## config.mk

```make
export PLATFORM = sky130hd
export DESIGN_NAME = traffic_light_controller
export DESIGN_NICKNAME = d
export VERILOG_FILES = /design/src/rtl/traffic_light_controller.sv
export SDC_FILE = /design/constraint.sdc
export NUM_CORES = 1
export LEC_CHECK = 0
export CORE_UTILIZATION = 40
export DETAILED_ROUTE_END_ITERATION = 8
export SYNTH_ARGS = -nofsm -noshare
export SYNTH_HDL_FRONTEND = slang
export SYNTH_SLANG_ARGS = --single-unit
```

## constraint.sdc

```tcl
create_clock -name clk -period 1.6 [get_ports clk]
set_input_delay 0.16 -clock clk [delete_from_list [all_inputs] [get_ports clk]]
set_output_delay 0.16 -clock clk [all_outputs]
set_load 0.05 [all_outputs]
```

## src/rtl/traffic_light_controller.sv

```systemverilog
// Fixed-time T-junction signal controller (M1, M2, MT, S heads); `define TLC_ALL_RED_EN adds all-red clearance.
// Latency: lamps are a combinational decode of the registered phase; each phase lasts its T_* in clocks.
// Backpressure: none; free-running Moore FSM with no handshake inputs.
module traffic_light_controller #(
    parameter int unsigned CNT_W = 8,
    parameter int unsigned T_MG  = 7,
    parameter int unsigned T_Y   = 2,
    parameter int unsigned T_TG  = 5,
    parameter int unsigned T_SG  = 3,
    parameter int unsigned T_AR  = 1
) (
    input  logic       clk,
    input  logic       rst,
    output logic [2:0] light_M1,
    output logic [2:0] light_M2,
    output logic [2:0] light_MT,
    output logic [2:0] light_S
);

    localparam logic [2:0] S1 = 3'd0;
    localparam logic [2:0] S2 = 3'd1;
    localparam logic [2:0] S3 = 3'd2;
    localparam logic [2:0] S4 = 3'd3;
    localparam logic [2:0] S5 = 3'd4;
    localparam logic [2:0] S6 = 3'd5;
    localparam logic [2:0] AR = 3'd6;

    localparam logic [2:0] RED = 3'b100;
    localparam logic [2:0] YEL = 3'b010;
    localparam logic [2:0] GRN = 3'b001;

    // A zero duration behaves as one clock, so the terminal count saturates at 0.
    function automatic logic [CNT_W-1:0] last_cnt(input int unsigned t);
        return (t == 0) ? '0 : CNT_W'(t - 1);
    endfunction

    localparam logic [CNT_W-1:0] MG_LAST = last_cnt(T_MG);
    localparam logic [CNT_W-1:0] Y_LAST  = last_cnt(T_Y);
    localparam logic [CNT_W-1:0] TG_LAST = last_cnt(T_TG);
    localparam logic [CNT_W-1:0] SG_LAST = last_cnt(T_SG);
    localparam logic [CNT_W-1:0] AR_LAST = last_cnt(T_AR);

    logic [2:0]       state;
    logic [2:0]       next_state;
    logic [CNT_W-1:0] count;
    logic [CNT_W-1:0] phase_last;
    logic             state_legal;
    logic             ar_to_s5;
    logic             phase_done;

`ifdef TLC_ALL_RED_EN
    assign state_legal = (state <= AR);
`else
    assign state_legal = (state <= S6);
    assign ar_to_s5    = 1'b0;
`endif

    assign phase_done = (count == phase_last);

    always_comb begin
        phase_last = '0;
        next_state = S1;
        case (state)
            S1: begin phase_last = MG_LAST; next_state = S2; end
            S2: begin phase_last = Y_LAST;  next_state = S3; end
            S3: begin phase_last = TG_LAST; next_state = S4; end
`ifdef TLC_ALL_RED_EN
            S4: begin phase_last = Y_LAST;  next_state = AR; end
            S6: begin phase_last = Y_LAST;  next_state = AR; end
`else
            S4: begin phase_last = Y_LAST;  next_state = S5; end
            S6: begin phase_last = Y_LAST;  next_state = S1; end
`endif
            S5: begin phase_last = SG_LAST; next_state = S6; end
            AR: begin phase_last = AR_LAST; next_state = ar_to_s5 ? S5 : S1; end
            default: begin phase_last = '0; next_state = S1; end
        endcase
    end

    always_ff @(posedge clk or posedge rst) begin
        if (rst) begin
            state <= S1;
            count <= '0;
        end else if (!state_legal) begin
            state <= S1;
            count <= '0;
        end else if (phase_done) begin
            state <= next_state;
            count <= '0;
        end else begin
            count <= count + 1'b1;
        end
    end

`ifdef TLC_ALL_RED_EN
    // Remembers whether the pending/active all-red follows S4 (then S5) or S6 (then S1).
    always_ff @(posedge clk or posedge rst) begin
        if (rst) begin
            ar_to_s5 <= 1'b0;
        end else if (state_legal && phase_done) begin
            if (state == S4) begin
                ar_to_s5 <= 1'b1;
            end else if (state == AR) begin
                ar_to_s5 <= 1'b0;
            end
        end
    end
`endif

    // All-red phase and any illegal encoding fall through to the all-red default.
    always_comb begin
        light_M1 = RED;
        light_M2 = RED;
        light_MT = RED;
        light_S  = RED;
        case (state)
            S1: begin light_M1 = GRN; light_M2 = GRN; end
            S2: begin light_M1 = GRN; light_M2 = YEL; end
            S3: begin light_M1 = GRN; light_MT = GRN; end
            S4: begin light_M1 = YEL; light_MT = YEL; end
            S5: begin light_S  = GRN; end
            S6: begin light_S  = YEL; end
            default: ;
        endcase
    end

endmodule

```

==> impl_summary.txt <==
----------------------------------------------------
[Status]
  Result of the run ... completed

[Drt]
  Via count ... 632
  Number of DRC violations after detailed routing ... 0
  First-pass DRT Iterations ... 4
  Number of vias per cell after detailed routing ... 5.016
  Final Routed Wirelength ... 1590 microns
  Remaining number of nets flagged by the antenna check after routing ... 0
  Average routed wire per standard cell ... 12.62 microns
  Number of violations reported at the end of detailed-routing iteration 0 ... 7

[Timing]
  Max-slew violation count ... 0
  Final critical path time including I/O delays and setup ... 1.577 ns
  Slew of the pin with the lowest slew margin ... 0.4423 ns
  Normalized max-slew margin ... 0.7048
  Final Cycle Share ... 0.9856
  Worst clock skew ... 0.002383 ns
  Maximum achievable frequency ... 634.1 MHz
  Setup repair after global routing missed its margin ... true
  Hold slack final ... 0.1963 ns
  Final number of hold-violating endpoints ... 0
  Setup slack of the critical path after layout ... 0.02299 ns
  Count of endpoints failing setup in the final report ... 0

[Die]
  Die Outline Area ... 1995 sq um
  I/O pin count ... 14
  Effective utilization at floorplan ... 0.4264
  Height of the die ... 44.67 microns
  Row count ... 15
  Area of the core region ... 1708 sq um
  Overall die width ... 44.67 microns

[Placed design]
  PortBufs ... 13
  Worst Setup Slack post-DPL ... 0.07514 ns
  Gpl congestion ... 0.7067
  Detailed placement HPWL ... 1099 microns
  Placed cell area ... 1015 sq um

[Synth]
  Net count of the mapped netlist ... 82
  Unique masters post-synth ... 30
  Top cell type's share of synthesized area ... 0.3780
  Mapped Cells ... 79
  EDFF count, synth ... 0
  Leading area contributor after synthesis ... dfrtp_1
  Post-synthesis sequential element count ... 11
  Share of flip-flops with an asynchronous set or reset after synthesis ... 1.000
  Sequential cell area fraction in the yosys report ... 0.3780
  Top cells by area in the synthesized netlist ... dfrtp_1, nor2_1, xor2_1
  Synth Area per Inst ... 9.218 sq um
  Total number of yosys warnings ... 0
  Most instantiated flip-flop cell in the synthesis netlist ... dfrtp_1
  Netlist area before placement ... 728.2 sq um

[Worst setup path]
  Crit path max fanout ... 9
  Gate family responsible for the most delay along the worst path ... flip-flops
  Kind of launch point of the worst setup path ... register
  Category of the critical setup timing path ... reg -> out
  Sum of buffers and inverters on the critical path ... 2
  Worst path arrival time ... 1.42 ns
  Delay of the slowest cell on the worst path ... 0.57 ns
  Required time worst endpoint ... 1.44 ns
  Cells traversed along the worst timing path ... inv_1, nand2_2, nor2_4, buf_12
  Critical Path Slowest Stage Cell ... dfrtp_1
  Critical Path End Type ... primary output

[Power]
  Maximum resistive drop on vdd ... 0.0004936 V
  Cell area power density ... 412.9 nW/um^2
  Leakage power of the design ... 0.0005074 uW

[Finish]
  Post-route core utilization ... 0.6791
  Synthesis-to-finish area growth ... 59.28%
  Final Net Count ... 105
  Final cell area excluding filler cells ... 1160 sq um
  Number of antenna cells inserted ... 0
  Fraction of final layout cells with drive strength greater than 1 ... 0.4554

[Global route]
  Antenna violations before repair ... 0
  First-pass GRT wire length ... 2477 microns
  Maximum number of pins on one net before global-route repair ... 12
  GRT Overall Usage ... 0.1772
  Via count of the first global-routing pass ... 577
  Grt total ovfl ... 0

[Clocking]
  Skew-Pair Late Insertion Delay ... 0.27 ns
  Clock net sink count ... 11
  Maximum clock insertion buffer count ... 2
  Clock-pin slew reported for the worst setup and hold paths after clock tree synthesis ... 0.07 ns
  Root Driver ... clkbuf_4
  TritonCTS buffer count ... 3
  CTS HTree Levels ... 1
  Clock tree from TritonCTS ... yes

[Flow run]
  Max-cap violations ... 0

[Min path]
  Type of the worst min-delay path ... in -> async

----------------------------------------------------
==> state kept, by name, indices dropped and copies added (netlist names) <==
| register | flops |
|---|---|
| count | 8 |
| state | 3 |
==> through the flow <==
stage	std cells	power [uW]	setup TNS, ns
final	126	478.9	0
after global routing	126	496.1	-0.2309
after CTS	120	480.9	-0.03436
after detailed placement	115	291.5	0
after global placement	115	291.1	0
after floorplan	79	287.5	-0.4375
==> layout make-up <==
| class | count | area [sq um] |
|---|---|---|
| sequential | 11 | 277.8 |
| timing repair buffer | 24 | 331.6 |
| tap | 25 | 31.28 |
| clock buffer | 4 | 26.28 |
| inverter | 4 | 18.77 |
| fill | 136 | 548.0 |
| multi-input combinational | 58 | 474.2 |
==> report_power, final <==
group	total, uW	switching [uW]	internal, uW	leakage, uW
clock	193	96.3	96.7	0.0000150
sequential	278	0	278	0.000147
combinational	8.11	5.82	2.29	0.000345
total	479	102	377	0.000507
==> per-layer routing <==
layer  part of all wire  track usage
met1               0.45       0.2134
met2               0.51       0.2882
met3              0.019      0.02449
met4              0.025       0.1273
met5                  0            0
==> placed cells by master (no fill, tap or decap), types with 2 or more instances in the layout <==
cell type / synthesis / final
nor2_2: 0 / 2
nor3b_1: 2 / 2
nor2_1: 13 / 6
dfrtp_2: 0 / 2
nand3_1: 2 / 2
dfrtp_1: 11 / 9
nor2_4: 0 / 5
nand2_1: 6 / 5
a21oi_1: 4 / 4
nor3_1: 4 / 4
and3_1: 2 / 2
buf_4: 2 / 10
xnor2_1: 3 / 3
inv_1: 4 / 3
xor2_1: 5 / 4
buf_12: 0 / 11
mux2i_1: 3 / 3
clkbuf_4: 0 / 3
==> worst paths after layout <==
kind                            startpoint          to  slack (ns)  cells past startpoint
worst max-delay path              state[1]  light_S[1]        0.02                      4
worst min-delay path                   rst    count[3]        0.20                      2
worst max register to register    state[0]    count[1]        0.03                      6
worst min register to register    count[7]    count[7]        0.55                      2
max in group asynchronous              rst    count[2]        1.08                      2
min in group clk                  count[7]    count[7]        0.55                      2
==> logic make-up (layout without fill, tap and decap cells) <==
kind of cell | count (synthesis) | count (layout) | synth area share
simple gates | 37 | 37 | 0.2715
fa+ha+maj | 1 | 1 | 0.01718
compound gates | 9 | 9 | 0.1203
xor+xnor | 8 | 8 | 0.09622
flops | 11 | 11 | 0.3780
buf+inv | 10 | 32 | 0.07558
mux | 3 | 3 | 0.04124
==> cell usage after synthesis, types with 2 or more instances <==
cell     instances
buf_4            2
xnor2_1          3
nand3_1          2
inv_1            4
nand2_1          6
xor2_1           5
nor3_1           4
dfrtp_1         11
nor3b_1          2
buf_2            2
and3_1           2
nor2_1          13
mux2i_1          3
a21oi_1          4
==> repair_timing <==
action                                  CTS  global route
hold buffers                              0             0
gates resized for setup                   4            13
endpoints found under the setup margin    7            15
pin swaps                                 0             5
buffers inserted                          1             6
Note: power is estimated with default switching activity, not from simulation.
